<file path="src/rtl/rv_bypass_ctrl_if.sv">
// ============================================================================
// Module   : rv_bypass_ctrl_if
// Brief    : Decode-side interface of the bypass/hazard controller: issue info,
//            source operands, forwarding selects and load-use stall.
// Revision : 1.0
// ============================================================================
`default_nettype none

interface rv_bypass_ctrl_if #(
    parameter int REG_ADDR_W = 5
);
    // One-hot forwarding select, youngest stage in the MSB.
    typedef struct packed {
        logic alu2;
        logic write;
        logic wr_back;
    } ctrl_rs_bp_t;

    logic                  i_hold;
    logic                  i_flush;
    logic                  i_issue_valid;
    logic [REG_ADDR_W-1:0] i_issue_rd;
    logic                  i_issue_rd_wr;
    logic                  i_issue_load;
    logic [REG_ADDR_W-1:0] i_rs1;
    logic [REG_ADDR_W-1:0] i_rs2;
    ctrl_rs_bp_t           o_rs1_bp;
    ctrl_rs_bp_t           o_rs2_bp;
    logic                  o_load_stall;

    modport master (
        output i_hold, i_flush, i_issue_valid, i_issue_rd, i_issue_rd_wr,
               i_issue_load, i_rs1, i_rs2,
        input  o_rs1_bp, o_rs2_bp, o_load_stall
    );

    modport slave (
        input  i_hold, i_flush, i_issue_valid, i_issue_rd, i_issue_rd_wr,
               i_issue_load, i_rs1, i_rs2,
        output o_rs1_bp, o_rs2_bp, o_load_stall
    );
endinterface

`default_nettype wire

</file>
<file path="src/rtl/rv_bypass_ctrl.sv">
// ============================================================================
// Module   : rv_bypass_ctrl
// Brief    : Tracks destination regs of in-flight instrs (ALU2 -> WRITE ->
//            WR_BACK) and drives one-hot rs1/rs2 forwarding selects plus a
//            load-use stall. Optional macro RV_BP_WR_BACK_EN builds the
//            WR_BACK slot; otherwise the wr_back selects are tied to 0.
// Revision : 1.0
// ============================================================================
`default_nettype none

module rv_bypass_ctrl #(
    parameter int REG_ADDR_W = 5
) (
    input  wire logic           i_clk,
    input  wire logic           i_reset,
    rv_bypass_ctrl_if.slave     bus
);

    localparam logic [REG_ADDR_W-1:0] c_X0 = '0;

    // ALU2 slot: only this slot needs the load flag, older slots already hold data.
    logic                  r_a_v;
    logic [REG_ADDR_W-1:0] r_a_rd;
    logic                  r_a_ld;
    logic                  r_w_v;
    logic [REG_ADDR_W-1:0] r_w_rd;
    logic                  w_b_v;
    logic [REG_ADDR_W-1:0] w_b_rd;

    logic                  w_new_v;
    logic [3:0]            w_sel1;
    logic [3:0]            w_sel2;
    logic                  w_stall;

    // Returns {load_hit, alu2, write, wr_back} for one source operand.
    function automatic logic [3:0] f_sel(
        input logic [REG_ADDR_W-1:0] rs,
        input logic                  a_v,
        input logic [REG_ADDR_W-1:0] a_rd,
        input logic                  a_ld,
        input logic                  w_v,
        input logic [REG_ADDR_W-1:0] w_rd,
        input logic                  b_v,
        input logic [REG_ADDR_W-1:0] b_rd
    );
        logic m_a, m_w, m_b, s_a, s_w, s_b;
        m_a = a_v && (a_rd == rs) && (rs != c_X0);
        m_w = w_v && (w_rd == rs) && (rs != c_X0);
        m_b = b_v && (b_rd == rs) && (rs != c_X0);
        s_a = m_a && !a_ld;
        s_w = m_w && !s_a;
        s_b = m_b && !s_a && !s_w;
        return {m_a && a_ld, s_a, s_w, s_b};
    endfunction

    assign w_new_v = bus.i_issue_valid && bus.i_issue_rd_wr &&
                     (bus.i_issue_rd != c_X0) && !w_stall && !bus.i_flush;

    always_ff @(posedge i_clk or posedge i_reset) begin
        if (i_reset) begin
            r_a_v  <= 1'b0;
            r_a_rd <= '0;
            r_a_ld <= 1'b0;
            r_w_v  <= 1'b0;
            r_w_rd <= '0;
        end else if (!bus.i_hold) begin
            r_w_v  <= r_a_v;
            r_w_rd <= r_a_rd;
            r_a_v  <= w_new_v;
            r_a_rd <= bus.i_issue_rd;
            r_a_ld <= bus.i_issue_load;
        end else if (bus.i_flush) begin
            r_a_v  <= 1'b0;
        end
    end

`ifdef RV_BP_WR_BACK_EN
    logic                  r_b_v;
    logic [REG_ADDR_W-1:0] r_b_rd;

    always_ff @(posedge i_clk or posedge i_reset) begin
        if (i_reset) begin
            r_b_v  <= 1'b0;
            r_b_rd <= '0;
        end else if (!bus.i_hold) begin
            r_b_v  <= r_w_v;
            r_b_rd <= r_w_rd;
        end
    end

    assign w_b_v  = r_b_v;
    assign w_b_rd = r_b_rd;
`else
    // Register file write-through covers the WR_BACK distance.
    assign w_b_v  = 1'b0;
    assign w_b_rd = '0;
`endif

    assign w_sel1  = f_sel(bus.i_rs1, r_a_v, r_a_rd, r_a_ld, r_w_v, r_w_rd, w_b_v, w_b_rd);
    assign w_sel2  = f_sel(bus.i_rs2, r_a_v, r_a_rd, r_a_ld, r_w_v, r_w_rd, w_b_v, w_b_rd);
    assign w_stall = bus.i_issue_valid && !bus.i_flush && (w_sel1[3] || w_sel2[3]);

    assign bus.o_rs1_bp     = w_sel1[2:0];
    assign bus.o_rs2_bp     = w_sel2[2:0];
    assign bus.o_load_stall = w_stall;

endmodule

`default_nettype wire

</file>
<file path="src/flat_wrapper.sv">
// flat-port wrapper written by rule: the top's interface ports become plain ports
module rv_bypass_ctrl_flat 
#(
    parameter int REG_ADDR_W = 5
)
  (i_clk, i_reset, bus_i_hold, bus_i_flush, bus_i_issue_valid, bus_i_issue_rd, bus_i_issue_rd_wr, bus_i_issue_load, bus_i_rs1, bus_i_rs2, bus_o_rs1_bp, bus_o_rs2_bp, bus_o_load_stall);
  rv_bypass_ctrl_if #(.REG_ADDR_W(REG_ADDR_W)) bus_i ();
  input  wire logic i_clk;
  input  wire logic i_reset;
  input wire logic [$bits(bus_i.i_hold)-1:0] bus_i_hold;
  input wire logic [$bits(bus_i.i_flush)-1:0] bus_i_flush;
  input wire logic [$bits(bus_i.i_issue_valid)-1:0] bus_i_issue_valid;
  input wire logic [$bits(bus_i.i_issue_rd)-1:0] bus_i_issue_rd;
  input wire logic [$bits(bus_i.i_issue_rd_wr)-1:0] bus_i_issue_rd_wr;
  input wire logic [$bits(bus_i.i_issue_load)-1:0] bus_i_issue_load;
  input wire logic [$bits(bus_i.i_rs1)-1:0] bus_i_rs1;
  input wire logic [$bits(bus_i.i_rs2)-1:0] bus_i_rs2;
  output wire logic [$bits(bus_i.o_rs1_bp)-1:0] bus_o_rs1_bp;
  output wire logic [$bits(bus_i.o_rs2_bp)-1:0] bus_o_rs2_bp;
  output wire logic [$bits(bus_i.o_load_stall)-1:0] bus_o_load_stall;
  assign bus_i.i_hold = bus_i_hold;
  assign bus_i.i_flush = bus_i_flush;
  assign bus_i.i_issue_valid = bus_i_issue_valid;
  assign bus_i.i_issue_rd = bus_i_issue_rd;
  assign bus_i.i_issue_rd_wr = bus_i_issue_rd_wr;
  assign bus_i.i_issue_load = bus_i_issue_load;
  assign bus_i.i_rs1 = bus_i_rs1;
  assign bus_i.i_rs2 = bus_i_rs2;
  assign bus_o_rs1_bp = bus_i.o_rs1_bp;
  assign bus_o_rs2_bp = bus_i.o_rs2_bp;
  assign bus_o_load_stall = bus_i.o_load_stall;
  rv_bypass_ctrl #(.REG_ADDR_W(REG_ADDR_W)) u_core (.i_clk(i_clk), .i_reset(i_reset), .bus(bus_i));
endmodule
</file>
<file path="config.mk">
export PLATFORM = sky130hd
export DESIGN_NAME = rv_bypass_ctrl_flat
export DESIGN_NICKNAME = d
export VERILOG_FILES = /design/src/rtl/rv_bypass_ctrl_if.sv /design/src/rtl/rv_bypass_ctrl.sv /design/src/flat_wrapper.sv
export SDC_FILE = /design/constraint.sdc
export NUM_CORES = 1
export LEC_CHECK = 0
export ABC_AREA = 0
export CORE_UTILIZATION = 39
export DETAILED_ROUTE_END_ITERATION = 8
export HOLD_SLACK_MARGIN = 0.1
export PLACE_DENSITY = 0.73
export SETUP_SLACK_MARGIN = 0.3
export SKIP_CTS_REPAIR_TIMING = 1
export SLEW_MARGIN = 20
export SYNTH_ARGS = -nofsm -noshare
export SYNTH_HDL_FRONTEND = slang
export SYNTH_SLANG_ARGS = --single-unit
</file>
<file path="constraint.sdc">
create_clock -name i_clk -period 2 [get_ports i_clk]
set_input_delay 0.5 -clock i_clk [delete_from_list [all_inputs] [get_ports i_clk]]
set_output_delay 0.5 -clock i_clk [all_outputs]
set_load 0.01 [all_outputs]
</file>
Word-level counts from Yosys, hierarchy flattened
Index checks and enable logic that the tools add are counted.
{"block": "word_totals", "ramBits": 0, "reg_bits": 13, "memories": 0, "rom_bits": 0, "wordCells": 41, "output_inout_bits": 7, "in_bits": 22, "latch_bits": 0}
{"block": "op_classes", "n_reduce_logical": 29, "div_mod_pow": 0, "n_eq_ne": 5, "n_mux": 2, "n_bitwise": 0, "multipliers": 0, "n_addsub": 0, "magnitude_cmp": 0, "n_shift": 0}
{"operator": "$eq A5 B5 Y1", "n": 4}
{"operator": "$logic_and A1 B1 Y1", "n": 20}
{"operator": "$reduce_bool A5 Y1", "n": 3}
{"operator": "$logic_not A1 Y1", "n": 5}
{"operator": "$mux W1", "n": 2}
{"operator": "$ne A2 B1 Y1 const B", "n": 1}
{"operator": "$logic_or A1 B1 Y1", "n": 1}

Longest topological paths before layout
{"block": "logic_depth", "ltp_word": 10, "ltp_mapped": 5, "mapped_depth_nobuf": 5}

Least setup slack after synthesis
No wires, ideal clock.
{"block": "synth_timing", "path_kind": "input-to-output", "startpoint": "in bus_i_rs1[1]", "endpoint": "out bus_o_rs1_bp[1]", "slack_ns": -0.156, "path_buffers": 0, "cell_stages": 4, "arrival_ns": 1.656, "required_time_ns": 1.500, "cell_sequence": "or4_4 > o2111ai_2 > nor2_2 > nor4_2"}
{"block": "synth_between", "elab_chain_cells": 6, "word_cells_on_any_way": 10, "classes_between": "2 x eq/ne; 8 x reduce/logical"}
{"element": "from (decl)", "line_no": "flat_wrapper.sv:16", "text": "input wire logic [$bits(bus_i.i_rs1)-1:0] bus_i_rs1;"}
{"element": "$eq A5 B5 Y1", "line_no": "rv_bypass_ctrl.sv:47", "text": "m_a = a_v && (a_rd == rs) && (rs != c_X0);"}
{"element": "$logic_and A1 B1 Y1", "line_no": "rv_bypass_ctrl.sv:47"}
{"element": "$logic_and A1 B1 Y1 *", "line_no": "rv_bypass_ctrl.sv:47"}
{"element": "$logic_and A1 B1 Y1 *", "line_no": "rv_bypass_ctrl.sv:50", "text": "s_a = m_a && !a_ld;"}
{"element": "via bus_o_rs1_bp[2]", "line_no": "flat_wrapper.sv:18", "text": "output wire logic [$bits(bus_i.o_rs1_bp)-1:0] bus_o_rs1_bp;"}
{"element": "$logic_not A1 Y1 *", "line_no": "rv_bypass_ctrl.sv:51", "text": "s_w = m_w && !s_a;"}
{"element": "$logic_and A1 B1 Y1 *", "line_no": "rv_bypass_ctrl.sv:51"}
{"element": "to (decl)", "line_no": "flat_wrapper.sv:18"}
Mark *: on every way through the listed nets, which the timed path passes. The rest lies on a longest branch.

Final worst setup path
{"block": "layout_timing", "startpoint": "in bus_i_rs2[0]", "endpoint": "out bus_o_rs2_bp[1]"}
{"block": "layout_between", "elab_chain_cells": 6, "word_cells_on_any_way": 10, "classes_between": "2 x eq/ne; 8 x reduce/logical"}
{"element": "from (decl)", "line_no": "flat_wrapper.sv:17", "text": "input wire logic [$bits(bus_i.i_rs2)-1:0] bus_i_rs2;"}
{"element": "$eq A5 B5 Y1", "line_no": "rv_bypass_ctrl.sv:47"}
{"element": "$logic_and A1 B1 Y1 (2 in series)", "line_no": "rv_bypass_ctrl.sv:47"}
{"element": "$logic_and A1 B1 Y1", "line_no": "rv_bypass_ctrl.sv:50"}
{"element": "$logic_not A1 Y1", "line_no": "rv_bypass_ctrl.sv:51"}
{"element": "$logic_and A1 B1 Y1 *", "line_no": "rv_bypass_ctrl.sv:51"}
{"element": "to (decl)", "line_no": "flat_wrapper.sv:19", "text": "output wire logic [$bits(bus_i.o_rs2_bp)-1:0] bus_o_rs2_bp;"}
Mark *: on every way between the ends. The rest lies on a longest branch, timed or not.

==> run summary <==
## Clock network
- number of clock buffers inserted by TritonCTS: 3
- total clock sinks: 13
- maximum level of the CTS H-tree: 1
- Root Buffer: clkbuf_4
- TritonCTS clock tree: yes
- Clk Latency, worst-skew pair: 270 ps
- maximum buffer depth of the clock tree: 2
- clock transition at the registers of the reported paths: 70 ps

## Routing
- total detailed-routing wirelength: 2090 µm
- routed vias: 746
- antenna-violating nets left: 0
- post-detailed-route via-to-cell ratio: 4.94
- number of violations reported at the end of detailed-routing iteration 0: 2
- first-pass iteration count of the detailed router: 2
- WL/cell: 13.8 µm
- total DRC errors in the routed layout: 0

## Critical path
- startpoint of the worst-slack reg-to-reg timing path: u_core.r_a_rd[1]
- worst endpoint data arrival time: 1920 ps
- Startpoint Class: input pin
- category of the worst setup path capture point: primary output
- Reg-to-Reg End: u_core.r_a_v
- Critical Path RT: 1500 ps
- crit path from: bus_i_rs2[0]
- setup slack of the worst register-to-register path: 240 ps
- highest net fanout along the worst path: 3
- length in cells of the worst reg-to-reg path: 7
- Crit Path Category: in2out

## Layout
- Syn-to-layout area delta: 69.4%
- Register Area: 325 µm²
- Multi-input gate area: 594 µm²
- number of nets in the finished design: 147
- diodes inserted: 0
- filler cell count: 145
- ratio of cells with drive above 1 in the final layout: 49.2%
- area of all placed cells without fillers: 0.00142 mm²
- Finished Core Util: 71.5%

## Placed design
- Port Buffer Count: 26
- HPWL after detailed placement: 1550 µm
- placer congestion estimate: 0.856
- Post-DP Area: 0.00127 mm²

## Timing
- max-slew violation count: 0
- fin crit period: 2420 ps
- setup repair after global routing missed its margin: true
- final count of negative-setup-slack endpoints: 5
- setup clock skew after layout: 0.616 ps
- Final WS setup: -423 ps
- count of endpoints failing hold in the final timing report: 0
- ratio of final minimum period to clock period: 121%
- hold slack final: 531 ps
- timing-limited maximum frequency: 413 MHz

## Yosys
- cells taking the most area after synthesis: dfrtp_1, mux2_2, xnor2_1
- top flip-flop cell by instance count after synthesis: dfrtp_1
- count of warnings emitted by yosys: 0
- post-synth design cell area: 837 µm²
- number of synthesized register bits: 13
- Yosys cell types: 22
- top post-synthesis cells by count: dfrtp_1, mux2_2, xnor2_1
- share of the synthesized area in the top cell type: 38.9%
- mean instance size in the synthesized netlist: 11.5 µm²
- Post-synth ARST share: 100%
- Gate Count Post-Synth: 73
- Post-synth EDFFs: 0
- cell with the most instances after synthesis: dfrtp_1
- sequential share of the synthesized area: 38.9%
- most area-hungry cell type in the Yosys netlist: dfrtp_1

## Status
- result of the run: finished, violations left
- failing checks: negative setup slack

## Global route
- via count of the first global-routing pass: 718
- pin count of the biggest net entering global routing: 14
- remaining global-route overflow: 0
- wire length of the first global-routing pass: 3250 µm
- Total Routing Usage GR: 18.3%
- number of antenna violations at the first check in global routing: 0

## Floorplanning
- I/O pins: 29
- horizontal die dimension: 48.3 µm
- Core Box Area: 0.00198 mm²
- effective utilization at floorplan: 42.2%
- floorplan die height: 48.3 µm
- number of standard-cell rows in the floorplan: 16
- Die Area: 0.00234 mm²

## Power
- power per unit of standard cell area: 515 mW/mm²
- Static Leak: 0.587 nW
- maximum resistive drop on vdd: 0.514 mV

## Min path
- Tightest Hold Check Type: in2async

## Run
- # Max-Cap Violations: 0

worst max-delay path by stage:
stage                                  to  cells after the start
after detailed placement  bus_o_rs1_bp[1]                      6
final                     bus_o_rs2_bp[1]                      7
after global routing      bus_o_rs2_bp[1]                      7
after global placement    bus_o_rs1_bp[1]                      6
after CTS                 bus_o_rs1_bp[1]                      6
after floorplan           bus_o_rs1_bp[1]                      4
layout make-up:
class | count | area share [%]
multi-input combinational | 57 | 41.9
timing repair buffer | 49 | 30.6
sequential | 13 | 22.9
tap | 27 | 2.38
clock buffer | 4 | 1.85
inverter | 1 | 0.265
report_power, final:
| group | total, W | internal, W | switching [W] |
|---|---|---|---|
| clock | 0.000156 | 0.0000773 | 0.0000788 |
| combinational | 0.000242 | 0.000144 | 0.0000982 |
| sequential | 0.000331 | 0.000292 | 0.0000391 |
per-layer routing:
metal / vias up / part of all wire, % / global-route usage, %
met5: - / 0 / 0
met4: 0 / 3.0 / 8.82
met3: 8 / 3.2 / 1.89
met2: 25 / 49 / 29.3
met1: 351 / 45 / 24.6
li1: 362 / - / -
state kept, by name, indices dropped and copies added, names as in the netlist:
register       cells
u_core.r_a_ld      1
u_core.r_a_rd      5
u_core.r_a_v       1
u_core.r_w_rd      5
u_core.r_w_v       1
placed cells by master, fill, tap and decap left out, drive strengths merged, types with 2 or more instances in the layout:
cell type      instances
xnor2                 12
dlymetal6s2s           3
nand2                  3
or4                    3
dfrtp                 13
conb                   2
nor4                   4
mux2                  12
buf                   29
xor2                   8
nand4                  2
clkbuf                 8
o2111ai                2
nor2                   4
clkdlybuf4s50         13
kinds of logic after synthesis:
kind of cell,after synthesis,share of synthesized area (%)
AOI/OAI and AO/OA,5,5.53
xor gates and xnor gates,20,20.9
buffers and inverters,4,2.69
DFF,13,38.9
muxes,12,16.1
other,1,0.448
and+or+nand+nor,18,15.4
worst max-delay path, cell delays in order:
cell	delay, ps
clkdlybuf4s50_1	470
xnor2_1	310
o2111ai_4	180
nor2_2	160
buf_4	140
nor4_4	30
buf_2	140
stage by stage:
step                      setup slack (ps)  cells  TNS [ps]  total power (W)
after floorplan                      -1.13     74     -2.24         0.000434
after global placement               -1030    140     -5190         0.000538
after detailed placement             -1050    140     -5350         0.000544
after CTS                            -1050    144     -5110         0.000704
after global routing                  -456    151     -1880         0.000768
final                                 -423    151     -1730         0.000729
(Power assumes the default switching activity.)
==> edit 1: new RTL, config.mk and constraints unchanged <==
`REG_ADDR_W` is set to 5 in 3 places; all go to 6.
--- a/src/rtl/rv_bypass_ctrl_if.sv
+++ b/src/rtl/rv_bypass_ctrl_if.sv
@@ -7,7 +7,7 @@
 `default_nettype none
 
 interface rv_bypass_ctrl_if #(
-    parameter int REG_ADDR_W = 5
+    parameter int REG_ADDR_W = 6
 );
     // One-hot forwarding select, youngest stage in the MSB.
     typedef struct packed {
--- a/src/rtl/rv_bypass_ctrl.sv
+++ b/src/rtl/rv_bypass_ctrl.sv
@@ -9,7 +9,7 @@
 `default_nettype none
 
 module rv_bypass_ctrl #(
-    parameter int REG_ADDR_W = 5
+    parameter int REG_ADDR_W = 6
 ) (
     input  wire logic           i_clk,
     input  wire logic           i_reset,
--- a/src/flat_wrapper.sv
+++ b/src/flat_wrapper.sv
@@ -1,7 +1,7 @@
 // flat-port wrapper written by rule: the top's interface ports become plain ports
 module rv_bypass_ctrl_flat 
 #(
-    parameter int REG_ADDR_W = 5
+    parameter int REG_ADDR_W = 6
 )
   (i_clk, i_reset, bus_i_hold, bus_i_flush, bus_i_issue_valid, bus_i_issue_rd, bus_i_issue_rd_wr, bus_i_issue_load, bus_i_rs1, bus_i_rs2, bus_o_rs1_bp, bus_o_rs2_bp, bus_o_load_stall);
   rv_bypass_ctrl_if #(.REG_ADDR_W(REG_ADDR_W)) bus_i ();
Interface: changed (resized bus_i_issue_rd, bus_i_rs1 and bus_i_rs2); port bits go from 29 to 32. No check against the original RTL was run, so the function may have changed too.
==> edit 1 against the unedited design <==
The run still ends with setup timing left. Utilization fell by 3.1 points. Combinational power is 10% higher. Critical path depth shrank 1. Design area increased by 11%. Routed wire length rose by 18%. Critical path type unchanged. Sequential cell count up 2. Synthesized cell count up 21%. Worst setup slack improved by 0.013 ns. Synthesized area increased by 18%. Register-to-register slack gained 0.09 ns. Power grew 11%. Largest power group unchanged.
==> edit 1: results (changes against the unedited design) <==
[critical_path]
startpoint = bus_i_rs1[3]  ; was bus_i_rs2[0]
r2r_setup_slack_ns = 0.33  ; was 0.24 ns
rr_startpoint = u_core.r_a_rd[5]  ; was u_core.r_a_rd[1]
path_max_fanout = 3  ; unchanged
rr_worst_depth = 5  ; was 7
cp.arrival_ns = 1.91

[detailed_routing]
via_per_inst = 5.11  ; was 4.94
dr.pass1.iters = 4  ; was 2
wire_per_inst_um = 14.1  ; was 13.8 um
drt_iter0_drc = 11  ; was 2

[timing]
clock_skew_ns = 0.000498  ; was 0.000616 ns
worst_hold_slack_ns = 0.570  ; was 0.531 ns
setup_viol = 5  ; unchanged
finalSetupTns_ns = -1.45  ; was -1.73 ns
tightest_slew_ns = 0.548
setup_slack_ns = -0.411  ; was -0.423 ns

[global_routing]
first_global_vias = 881  ; was 718
grt_pass1_wl_mm = 3.88  ; was 3.25 mm
track_usage_pct = 19.9  ; was 18.3%
antenna_found_initial = 0  ; unchanged
grt_max_degree = 16  ; was 14

[cells_and_area]
reg.largest.list = u_core.r_a_rd: 6 flops, u_core.r_w_rd: 6 flops  ; was u_core.r_a_rd: 5 flops, u_core.r_w_rd: 5 flops
fillers = 180  ; was 145
finalNetCount = 173  ; was 147
drive_gt1_share_pct = 46.9  ; was 49.2%
diodes = 0  ; unchanged

[hold_path]
worst_hold_path_type = in -> async  ; unchanged

[pwr]
p_sw_mw = 0.228  ; was 0.216 mW
peakVddDrop_uv = 416  ; was 514 uV
p_leak_nw = 0.688  ; was 0.587 nW

[status]
violations = setup timing  ; unchanged
status = complete, but fails checks  ; unchanged

[logic_synthesis]
synthTopCellsByArea = dfrtp_1, xnor2_1, mux2_2, nor3_4, nand3_1  ; was dfrtp_1, mux2_2, xnor2_1, xor2_1, o2111ai_2
async_flop_share_pct = 100  ; unchanged
synth_edf_count = 0  ; unchanged
synth_common_cells = xnor2_1, dfrtp_1, mux2_2  ; was dfrtp_1, mux2_2, xnor2_1
ys_seq_area_share_pct = 37.9  ; was 38.9%
ys_types = 23  ; was 22

[placement]
place_ws_ns = -1.08  ; was -1.05 ns
port_buffers = 29  ; was 26
dpl-instance-area_mm2 = 0.00150  ; was 0.00127 mm^2
dp_hpwl_mm = 1.98  ; was 1.55 mm
gp_congestion = 0.830  ; was 0.856

[clock_tree]
htreeDepth = 1  ; unchanged
cts_root_buffer = clkbuf_4  ; unchanged
cts.clk_slew.worst_paths_ns = 0.08

## edit 1: cell count changes after synthesis, sizes merged, moves of 2 or more
cell,change
o2111ai,-2
xnor2,+12
nor2,-3
dfrtp,+2
nand3,+5
or3,+2
xor2,-8
nor3,+2
mux2,+2
nand4,+2
## edit 1: metrics by stage
stage | instances | utilization [%]
4_1_cts | 171 | 66.5
3_3_place_gp | 167 | 65.4
2_1_floorplan | 89 | -
5_1_grt | 175 | 68.4
6_report | 175 | 68.4
3_5_place_dp | 167 | 65.4
## edit 1: power groups by stage
stage | clock [mW] | combinational (mW) | sequential, mW
6_report | 0.163 | 0.267 | 0.382
2_1_floorplan | 0 | 0.136 | 0.376
3_3_place_gp | 0 | 0.253 | 0.385
5_1_grt | 0.187 | 0.292 | 0.387
4_1_cts | 0.168 | 0.262 | 0.381
3_5_place_dp | 0 | 0.261 | 0.387
## edit 1: area by class of cell
class	instances	area share [%]
repair buffers	58	31.2
inverters	1	0.239
clock buffers	4	1.67
flip-flops and latches	15	23.9
well taps	28	2.23
multi-input cells	69	40.8
## edit 1: worst max-delay path by stage
| stage | to | slack [ns] | depth (start not counted) |
|---|---|---|---|
| finish | bus_o_rs1_bp[1] | -0.41 | 6 |
| global route | bus_o_rs1_bp[1] | -0.45 | 6 |
| CTS | bus_o_load_stall | -1.08 | 6 |
| detailed placement | bus_o_load_stall | -1.08 | 6 |
| global placement | bus_o_load_stall | -1.07 | 6 |
| floorplan | bus_o_rs1_bp[1] | -0.05 | 4 |
## edit 1: per-layer routing
layer / global-route usage, % / wire, um / up-vias
met5: 0 / 0 / -
met2: 36.7 / 1290 / 24
met4: 7.89 / 19 / 0
li1: - / - / 435
met3: 1.16 / 117 / 2
met1: 23.6 / 1040 / 434
## edit 1: cell families after synthesis
| group | share of synthesized area (%) |
|---|---|
| and+or+nand+nor | 18.7 |
| other | 0.378 |
| DFF | 37.9 |
| AOI/OAI and AO/OA | 3.16 |
| muxes | 15.9 |
| xor gates and xnor gates | 21.2 |
| buffers and inverters | 2.78 |
## edit 1: worst max-delay path: stages
cell and delay, ns:
buf_6 0.09, or4_4 0.55, nor3_4 0.28, nor4_4 0.06
nor4_2 0.26, buf_2 0.17
==> edit 2: new RTL, same flow settings <==
Without the edit above. Add a define of `RV_BP_WR_BACK_EN`.
--- a/src/rtl/rv_bypass_ctrl.sv
+++ b/src/rtl/rv_bypass_ctrl.sv
@@ -7,6 +7,8 @@
 // Revision : 1.0
 // ============================================================================
 `default_nettype none
+
+`define RV_BP_WR_BACK_EN
 
 module rv_bypass_ctrl #(
     parameter int REG_ADDR_W = 5
Formal check against the unedited RTL: not equivalent (Yosys sat finds a counterexample within 4 cycles, from zero or initial values and one cycle with i_reset high).
==> edit 2 against the unedited design <==
The flow finishes with violations (DRC, setup timing). Non-clock buffer count up 10. Critical path depth up 1. Hold slack worse by 0.0038 ns. Synthesized area up 42%. Worst setup slack worse by 0.047 ns. Routed wire length up 46%. Sequential cell count up 6. Clock power up 26%. Design area up 31%. Via count up 37%. Die area up 40%. Power up 41%.
==> edit 2: results (changes against the unedited design) <==
[status]
status = complete, but fails checks  ; unchanged
violations = DRC, setup timing  ; was setup timing

[placement]
dpl-instance-area_mm2 = 0.00169  ; was 0.00127 mm^2
dp_hpwl_mm = 2.29  ; was 1.55 mm
gp_congestion = 0.850  ; was 0.856
place_ws_ns = -1.04  ; was -1.05 ns
port_buffers = 28  ; was 26

[logic_synthesis]
yosys.area_share.xor_xnor_pct = 22.1  ; was 20.9%
synth.mux.area_fraction_pct = 17.1  ; was 16.1%
synth_common_cells = xnor2_1, dfrtp_1, mux2_2  ; was dfrtp_1, mux2_2, xnor2_1
synthTopCellsByArea = dfrtp_1, mux2_2, xnor2_1, xor2_1, nand4_1  ; was dfrtp_1, mux2_2, xnor2_1, xor2_1, o2111ai_2
synth_compound_area_share_pct = 3.68  ; was 5.53%
synthAdderAreaFrac_pct = 0  ; unchanged

[pwr]
clockPowerShare_pct = 19.1  ; was 21.4%
p_int_mw = 0.715  ; was 0.513 mW
p_leak_nw = 0.841  ; was 0.587 nW

[detailed_routing]
via_per_inst = 5.31  ; was 4.94
wire_per_inst_um = 15.9  ; was 13.8 um
drc_errors = 2  ; was 0
drt_iter0_drc = 43  ; was 2
dr.pass1.iters = 8  ; was 2

[critical_path]
rr_worst_depth = 6  ; was 7
cp.arrival_ns = 1.97  ; was 1.92 ns
rr_startpoint = u_core.r_a_rd[2]  ; was u_core.r_a_rd[1]
r2r_setup_slack_ns = 0.54  ; was 0.24 ns
startpoint = bus_i_rs2[4]  ; was bus_i_rs2[0]

[clock_tree]
cts.clk_slew.worst_paths_ns = 0.11  ; was 0.07 ns

[timing]
clock_skew_ns = 0.00161  ; was 0.000616 ns
setup_slack_ns = -0.470  ; was -0.423 ns
setup_viol = 7  ; was 5

[cells_and_area]
finalNetCount = 184  ; was 147
drive_gt1_share_pct = 49.1  ; was 49.2%

[global_routing]
track_usage_pct = 18.6  ; was 18.3%
grt_pass1_wl_mm = 4.62  ; was 3.25 mm
grt_max_degree = 20  ; was 14

-- edit 2: changes by cell type after synthesis, moves of 3 or more --
cell	delta
nand2_1	-3
nand4_1	+4
mux2_2	+6
xnor2_1	+10
dfrtp_1	+6
-- edit 2: critical path: stages --
cell and delay (ns):
buf_8 0.10, or4_4 0.55, o211ai_4 0.23, nor3_4 0.07, buf_6 0.13, buf_6 0.10
nor3_2 0.14, buf_2 0.15
-- edit 2: metal layers --
layer  up-vias  wire length (um)  track usage, %  part of all wire (%)
li1        492                 -               -                     -
met1       501              1330            22.9                    43
met2        20              1610            33.3                    53
met3         6                77            1.59                   2.5
met4         0                50            8.36                   1.6
met5         -                 0               0                     0
-- edit 2: worst max path at each step --
stage | to | cells after the start
detailed placement | bus_o_rs1_bp[0] | 6
floorplan | bus_o_load_stall | 4
global route | bus_o_rs2_bp[0] | 8
global placement | bus_o_rs2_bp[0] | 6
CTS | bus_o_rs1_bp[0] | 6
finish | bus_o_rs2_bp[0] | 8
-- edit 2: logic make-up (layout without fill, tap and decap cells) --
group	after synthesis	in the layout
flops	19	19
xor+xnor	30	30
mux	18	18
compound gates	5	5
simple gates	25	25
buf+inv	5	64
-- edit 2: cell type report --
cell class	instances	area [um^2]
flip-flops and latches	19	475
fillers	205	966
multi-input cells	78	792
repair buffers	59	527
well taps	31	38.8
clock buffers	4	26.3
inverters	1	3.75
-- edit 2: per-stage QoR --
stage	TNS (ns)	hold slack, ns	cells
6_report	-2.35	0.527	192
5_1_grt	-2.80	0.552	192
3_5_place_dp	-6.90	0.544	179
3_3_place_gp	-6.85	0.537	179
2_1_floorplan	-0.00502	0.451	102
4_1_cts	-6.86	0.527	183
-- edit 2: power groups by stage --
stage / combinational (mW) / sequential [mW] / clock, mW
after global routing: 0.356 / 0.510 / 0.213
final: 0.328 / 0.503 / 0.196
after floorplan: 0.178 / 0.491 / 0
after global placement: 0.297 / 0.504 / 0
after detailed placement: 0.304 / 0.507 / 0
after CTS: 0.305 / 0.499 / 0.204
